### src/rtl/ser_to_par_load_8.sv
// Serial-to-parallel framer: assembles WIDTH serial bits into Z with a one-cycle LD strobe.
// Optional even-parity bit after the data bits is enabled by defining PARITY_EN.
module ser_to_par_load_8 #(
  parameter int WIDTH     = 8,
  parameter bit MSB_FIRST = 1'b0
) (
  input  logic             CLK,
  input  logic             RST,
  input  logic             START,
  input  logic             SVALID,
  input  logic             SIN,
  output logic [WIDTH-1:0] Z,
  output logic             LD,
  output logic             BUSY,
  output logic             ERR
);

  localparam int CNT_W = $clog2(WIDTH + 1);

  typedef enum logic [1:0] {
    IDLE,
    SHIFT,
`ifdef PARITY_EN
    PAR,
`endif
    DONE
  } state_t;

  state_t             state, state_next;
  logic [WIDTH-1:0]   shreg;
  logic [WIDTH-1:0]   sh_next;
  logic [CNT_W-1:0]   cnt;
  logic               clear;
  logic               sample;
  logic               last_bit;
  logic               par_sample;

  assign sh_next  = MSB_FIRST ? {shreg[WIDTH-2:0], SIN} : {SIN, shreg[WIDTH-1:1]};
  assign last_bit = (cnt == CNT_W'(WIDTH - 1));
  assign BUSY     = (state == SHIFT)
`ifdef PARITY_EN
                 || (state == PAR)
`endif
                 ;

  // NOTE: sequential state uses non-blocking (<=) so every flop samples pre-edge values.
  always_ff @(posedge CLK or posedge RST) begin
    if (RST) state <= IDLE;
    else     state <= state_next;
  end

  // NOTE: every output of this block gets a default first, so no path can infer a latch.
  always_comb begin
    state_next = state;
    clear      = 1'b0;
    sample     = 1'b0;
    par_sample = 1'b0;
    case (state)
      IDLE: begin
        if (START) begin
          state_next = SHIFT;
          clear      = 1'b1;
        end
      end
      SHIFT: begin
        if (START) begin
          clear = 1'b1;
        end else if (SVALID) begin
          sample = 1'b1;
          if (last_bit) begin
`ifdef PARITY_EN
            state_next = PAR;
`else
            state_next = DONE;
`endif
          end
        end
      end
`ifdef PARITY_EN
      PAR: begin
        if (START) begin
          state_next = SHIFT;
          clear      = 1'b1;
        end else if (SVALID) begin
          state_next = DONE;
          par_sample = 1'b1;
        end
      end
`endif
      DONE: begin
        if (START) begin
          state_next = SHIFT;
          clear      = 1'b1;
        end else begin
          state_next = IDLE;
        end
      end
      default: state_next = IDLE;
    endcase
  end

  // Z and LD are registered on the edge that samples the final bit, so LD and the new
  // byte appear together in the DONE cycle.
  always_ff @(posedge CLK or posedge RST) begin
    if (RST) begin
      shreg <= '0;
      cnt   <= '0;
      Z     <= '0;
      LD    <= 1'b0;
    end else begin
      LD <= 1'b0;
      if (clear) begin
        shreg <= '0;
        cnt   <= '0;
      end else if (sample) begin
        shreg <= sh_next;
        cnt   <= last_bit ? '0 : cnt + 1'b1;
`ifndef PARITY_EN
        if (last_bit) begin
          Z  <= sh_next;
          LD <= 1'b1;
        end
`endif
      end else if (par_sample) begin
        if (!(^shreg ^ SIN)) begin
          Z  <= shreg;
          LD <= 1'b1;
        end
      end
    end
  end

`ifdef PARITY_EN
  // Error is sticky until the next frame start.
  always_ff @(posedge CLK or posedge RST) begin
    if (RST)                              ERR <= 1'b0;
    else if (START)                       ERR <= 1'b0;
    else if (par_sample && (^shreg ^ SIN)) ERR <= 1'b1;
  end
`else
  assign ERR = 1'b0;
`endif

endmodule
### config.mk
export PLATFORM = sky130hd
export DESIGN_NAME = ser_to_par_load_8
export DESIGN_NICKNAME = d
export VERILOG_FILES = /design/src/rtl/ser_to_par_load_8.sv
export SDC_FILE = /design/constraint.sdc
export NUM_CORES = 1
export LEC_CHECK = 0
export CORE_MARGIN = 4
export CORE_UTILIZATION = 50
export DETAILED_ROUTE_END_ITERATION = 7
export PLACE_DENSITY = 0.76
export SETUP_SLACK_MARGIN = 0.4
export SLEW_MARGIN = 40
export SYNTH_ARGS = -nofsm -noshare
export SYNTH_HDL_FRONTEND = slang
export SYNTH_SLANG_ARGS = --single-unit
### constraint.sdc
create_clock -name CLK -period 1.9 [get_ports CLK]
set_clock_uncertainty 0.05 [all_clocks]
set_input_delay 0.285 -clock CLK [delete_from_list [all_inputs] [get_ports CLK]]
set_output_delay 0.285 -clock CLK [all_outputs]
set_load 0.02 [all_outputs]
==> results by group, run 1 <==
Timing
  – Fin crit period: 1590 ps
  – Hold violation count in the final report: 0
  – Total negative slack: 0 ps
  – Fmax: 628 MHz
  – Final Max Tran Viols: 0
  – RSZ-0062 raised after global routing: true
  – WHS: 249 ps
  – Period utilisation layout: 83.8%
  – Finish-stage setup viols: 0

Yosys
  – Yosys warns: 0
  – Unique cell type count in the Yosys netlist: 27
  – Synthesized area per cell: 13.8 µm²
  – Mapped cell area: 922 µm²
  – #FFs+latches synth: 22
  – Post-Synthesis Cells: 67
  – Synthesized net count: 73
  – Sequential area share after synthesis: 59.7%

Final layout
  – Diodes inserted: 0
  – Area of the multi-input gates: 409 µm²
  – Final net count: 103
  – Fillers: 130
  – Area Growth Syn to Fin: 40.4%
  – Most common cell after layout, fill and taps aside: dfrtp_1
  – Most frequent cells in the layout: dfrtp_1, buf_4, dlygate4sd2_1
  – Fraction of layout cells with a size suffix above 1: 38.5%
  – Final Util: 74.2%
  – Register area: 552 µm²
  – Post-route insts no fill: 121

Global routing
  – Total gr overflow: 0
  – Initial antenna violation count: 0
  – Vias in the first global route: 673
  – First-pass GRT wire length: 3170 µm
  – Largest net degree at the start of global routing: 23
  – Total GRT Usage: 16.8%

Power and ir drop
  – Leak: 0.674 nW
  – VDD IR max: 0.567 mV
  – P per Cell Area: 732 mW/mm²

Clock network
  – H-tree depth: 1
  – Hold-fix buffers, CTS: 0
  – CTS buffer count: 3
  – Clk buf depth: 2
  – CTS clk-pin slew, worst paths: 130 ps
  – CTS Sinks: 22
  – TritonCTS clock tree: done
  – CTS root buf: clkbuf_4
  – Worst-Skew Late Latency: 300 ps

Drt
  – Via count: 656
  – Vias per std cell: 5.42
  – DR WL/cell: 16.3 µm
  – Total routed wirelength: 1970 µm
  – First drt pass iteration count: 4
  – DR iter-0 viols: 11
  – Remaining DRCs: 0
  – Antenna Nets Post-Route: 0

Place
  – Buffers on Ports: 14
  – Post-Place Cells: 110
  – Placer Congestion: 0.765
  – Post-DP HPWL: 1120 µm

Critical path
  – CP max FO: 4
  – Crit path kind: flip-flop to flip-flop
  – Critical Path End Type: flip-flop
  – CP Data Arrival Time: 1740 ps
  – Required time of the critical path: 2050 ps
  – Worst setup SP type: flip-flop

Floorplanning
  – Initial core utilization: 52.8%
  – Die X: 50.9 µm
  – Die ar.: 0.00260 mm²
  – Die height: 50.9 µm
  – # IOs: 16
  – Core area: 0.00175 mm²
  – FP Rows: 15

Status
  – Outcome: completed

Hold path
  – Hold Crit Class: input pin to asynchronous set/reset pin

Flow run
  – Max-Cap Viols: 0
-- final timing paths --
path	start	to	slack, ps	depth (start not counted)
hold reg to reg	shreg[1]	shreg[1]	470	1
min in group CLK	SVALID	LD	380	4
setup reg to reg	cnt[1]	Z[2]	310	5
hold / removal	RST	Z[7]	250	3
setup / recovery	cnt[1]	Z[2]	310	5
max in group asynchronous	RST	state[0]	1320	3
-- state kept, by name (all words and copies together), names as in the netlist --
signal,flops
Z,8
shreg,7
cnt,4
state,2
LD,1
-- synth_stat cells (all sizes together) --
master   n  area (µm²)
a21o     1        7.51
a21oi    1        5.00
a221oi   1        8.76
a22o     8        70.1
a32o     1        10.0
buf      2        12.5
clkbuf   1        3.75
conb     1        3.75
dfrtp   22         551
ha       1        12.5
inv      3        11.3
mux2     9         101
mux2i    1        10.0
nand2    2        7.51
nand2b   2        20.0
nand3    2        10.0
nand3b   1        7.51
nor3     1        5.00
nor4     2        27.5
nor4bb   1        10.0
o21a     1        7.51
o21ai    1        5.00
o22ai    1        6.26
or3b     1        8.76
-- where the power goes --
group	internal, mW	switching [mW]	total [mW]
Combinational	0.0489	0.0486	0.0975
Clock	0.213	0.145	0.358
Sequential	0.479	0.0137	0.493
-- repair_timing --
action,CTS,global route
gates resized for setup,21,12
pin swaps,0,2
endpoints found under the setup margin,18,12
setup buffers,4,3
-- metrics by stage --
stage / setup WS, ps / power [mW] / instance area [µm²]
after floorplan: 315 / 0.547 / 922
after global routing: 232 / 0.992 / 1290
final: 308 / 0.948 / 1290
after global placement: 68.0 / 0.577 / 1130
after detailed placement: 46.5 / 0.579 / 1130
after CTS: 340 / 0.939 / 1240
-- cell type report --
type,instances,share of cell area [%]
Tap cell,25,2.42
Timing Repair Buffer,28,18.5
Sequential cell,22,42.6
Inverter,3,0.870
Multi-Input combinational cell,39,31.6
Clock buffer,3,1.74
Clock inverter,1,2.32
-- metal layers --
layer	up-vias	wire length [µm]	GRT usage, %
met5	-	0	0
met4	0	29	9.87
met3	4	99	4.08
met2	26	944	24.5
met1	321	898	22.6
li1	305	-	-
-- kinds of logic (layout without fill, tap and decap cells) --
group / after synthesis / count (layout) / share of synthesized area [%]
flops: 22 / 22 / 59.7
compound gates: 15 / 15 / 13.0
simple gates: 12 / 12 / 10.4
mux: 10 / 10 / 12.1
buf+inv: 6 / 35 / 2.98
fa+ha+maj: 1 / 1 / 1.36
other cells: 1 / 1 / 0.407
-- critical path: stages, from the launching register on --
cell     delay [ps]
dfrtp_1         420
ha_4            160
nand2_4          70
nor4_4          310
buf_6           180
mux2_4          300
Note: power is estimated with default switching activity, not from simulation.
==> run 2, diff against run 1 <==
--- a/config.mk
+++ b/config.mk
@@ -6,9 +6,9 @@
 export NUM_CORES = 1
 export LEC_CHECK = 0
 export CORE_MARGIN = 4
-export CORE_UTILIZATION = 50
+export CORE_UTILIZATION = 45
 export DETAILED_ROUTE_END_ITERATION = 7
-export PLACE_DENSITY = 0.76
+export PLACE_DENSITY = 0.72
 export SETUP_SLACK_MARGIN = 0.4
 export SLEW_MARGIN = 40
 export SYNTH_ARGS = -nofsm -noshare
==> constraint.sdc (replaced) <==
create_clock -name CLK -period 1.45 [get_ports CLK]
set_clock_uncertainty 0.05 [all_clocks]
set_input_delay 0.2175 -clock CLK [delete_from_list [all_inputs] [get_ports CLK]]
set_output_delay 0.2175 -clock CLK [all_outputs]
set_load 0.02 [all_outputs]
==> results by group, run 2 (synthesis results as in run 1) <==
Critical path
  – CP bufs+invs: 2 (+1)
  – Cells on worst reg2reg path: 6 (+1)
  – Worst path cell trace: ha_2 -> buf_4 -> buf_6 -> or3b_4 -> o21ai_2 -> a32o_1
  – Slowest-stage cell, CP: dfrtp_1
  – Worst path depth: 6 (+1)
  – Worst setup SP type: flip-flop
  – CP max FO: 2 (-2)
  – Worst stage delay on the critical path: 400 ps (-20 ps)
  – Critical Path End Type: flip-flop
  – Crit path kind: flip-flop to flip-flop
  – CP Data Arrival Time: 1760 ps (+20 ps)
  – CP delay by family, top: flip-flops
  – Required time of the critical path: 1650 ps (-400 ps)

Place
  – Buffers on Ports: 14 (unchanged)
  – Placer Congestion: 0.845 (+10%)
  – Post-DP HPWL: 1410 µm (+26%)

Clock network
  – CTS Sinks: 22 (unchanged)
  – CTS clk-pin slew, worst paths: 120 ps (about the same)
  – Worst-Skew Late Latency: 300 ps (about the same)
  – Hold-fix buffers, CTS: 0 (unchanged)
  – TritonCTS clock tree: done
  – Clk buf depth: 2 (unchanged)
  – H-tree depth: 1 (unchanged)
  – CTS root buf: clkbuf_4
  – CTS buffer count: 3 (unchanged)

Timing
  – RSZ-0062 raised after global routing: true
  – Fmax: 642 MHz (+2.2%)
  – Setup WS post-layout: -108 ps (-416 ps)
  – Fin crit period: 1560 ps (-34.3 ps)
  – WHS: 217 ps (-32.7 ps)
  – Finish-stage setup viols: 11 (+11)
  – Final Max Tran Viols: 0 (unchanged)
  – Period utilisation layout: 107% (+24 points)
  – Hold violation count in the final report: 0 (unchanged)

Drt
  – First drt pass iteration count: 4 (unchanged)
  – Antenna Nets Post-Route: 0 (unchanged)
  – Remaining DRCs: 0 (unchanged)
  – DR iter-0 viols: 7 (-4)
  – Total routed wirelength: 2230 µm (+13%)
  – DR WL/cell: 16.5 µm (+1.4%)
  – Via count: 700 (+6.7%)
  – Vias per std cell: 5.19 (-4.4%)

Power and ir drop
  – P per Cell Area: 883 mW/mm² (+21%)
  – Total power: 1.28 mW (+35%)
  – VDD IR max: 0.719 mV (+27%)
  – Leak: 0.710 nW (+5.3%)

Floorplanning
  – Die X: 53.3 µm (+4.6%)
  – Die height: 53.3 µm (+4.6%)
  – Core area: 0.00196 mm² (+12%)
  – Initial core utilization: 47.0% (-5.8 points)
  – Die ar.: 0.00284 mm² (+9.3%)
  – FP Rows: 16 (+1)
  – # IOs: 16 (unchanged)

Final layout
  – Number of flip-flops under the largest register name: 8 (unchanged)
  – Most common cell after layout, fill and taps aside: dfrtp_1
  – Largest register by flop count: Z
  – Final net count: 115 (+12%)
  – Most frequent cells in the layout: dfrtp_1, buf_4, buf_6
  – Biggest regs: Z x8, shreg x7, cnt x4
  – Area Growth Syn to Fin: 57.5%
  – Fraction of layout cells with a size suffix above 1: 56.5% (+18 points)
  – Diodes inserted: 0 (unchanged)

Global routing
  – Largest net degree at the start of global routing: 23 (unchanged)
  – Total gr overflow: 0 (unchanged)
  – Vias in the first global route: 713 (+5.9%)
  – Initial antenna violation count: 0 (unchanged)
  – Total GRT Usage: 16.5% (-0.31 points)
  – First-pass GRT wire length: 3270 µm (+3.3%)

Status
  – Outcome: complete, but fails checks
  – Failing checks: setup timing

Hold path
  – Hold Crit Class: input pin to asynchronous set/reset pin

Flow run
  – Max-Cap Viols: 0 (unchanged)
[run 2: cell types whose count changed in the layout (fill, tap and decap cells not counted), sizes merged]
cell           change
dlymetal6s2s       -1
buf               +21
dlygate4sd2        -9
clkdlybuf4s50      +1
[run 2: worst paths after layout]
path                       startpoint  endpoint  slack (ps)
min in group CLK                  SIN      Z[7]         500
max                            cnt[0]    cnt[2]        -110
min reg2reg                      Z[7]      Z[7]         500
min                               RST      Z[5]         220
max in group asynchronous         RST  state[0]         900
max reg2reg                    cnt[0]    cnt[2]        -110
[run 2: worst min-delay path, delay by kind of cell]
kind,cells,cell delay [ps]
buffers and inverters,3,750
[run 2: metal layers]
layer	up-vias	track usage, %	routed length [µm]
met5	-	0	0
met4	0	7.66	17
met3	2	2.82	91
met2	18	25.7	1130
met1	354	22.0	986
li1	326	-	-
[run 2: final cells by class]
| type | count | area, µm² |
|---|---|---|
| Clock buffer | 3 | 22.5 |
| Clock inverter | 1 | 30.0 |
| Fill cell | 140 | 509 |
| Inverter | 3 | 11.3 |
| Multi-Input combinational cell | 39 | 412 |
| Sequential cell | 22 | 552 |
| Tap cell | 27 | 33.8 |
| Timing Repair Buffer | 40 | 392 |
[run 2: per-stage QoR]
| step | utilization (%) | setup TNS [ps] | cell area, µm² | worst slack [ps] | cells |
|---|---|---|---|---|---|
| 6_report | 74.0 | -996 | 1450 | -108 | 135 |
| 4_1_cts | 70.0 | -379 | 1370 | -54.9 | 129 |
| 3_5_place_dp | 62.8 | -5190 | 1230 | -331 | 121 |
| 5_1_grt | 74.0 | -1990 | 1450 | -202 | 135 |
| 2_1_floorplan | - | -1050 | 930 | -131 | 67 |
| 3_3_place_gp | 62.8 | -4620 | 1230 | -324 | 121 |
[run 2: report_power, final]
group,switching (mW),internal [mW]
Combinational,0.0795,0.0970
Sequential,0.0139,0.628
Clock,0.186,0.279
[run 2: what timing repair did]
action | in CTS | in global routing
hold endpoints to repair | 0 | 0
resized for setup | 69 | 10
pin swaps | 3 | 4
gates cloned | 0 | 0
setup endpoints to repair | 32 | 32
buffers inserted | 4 | 6
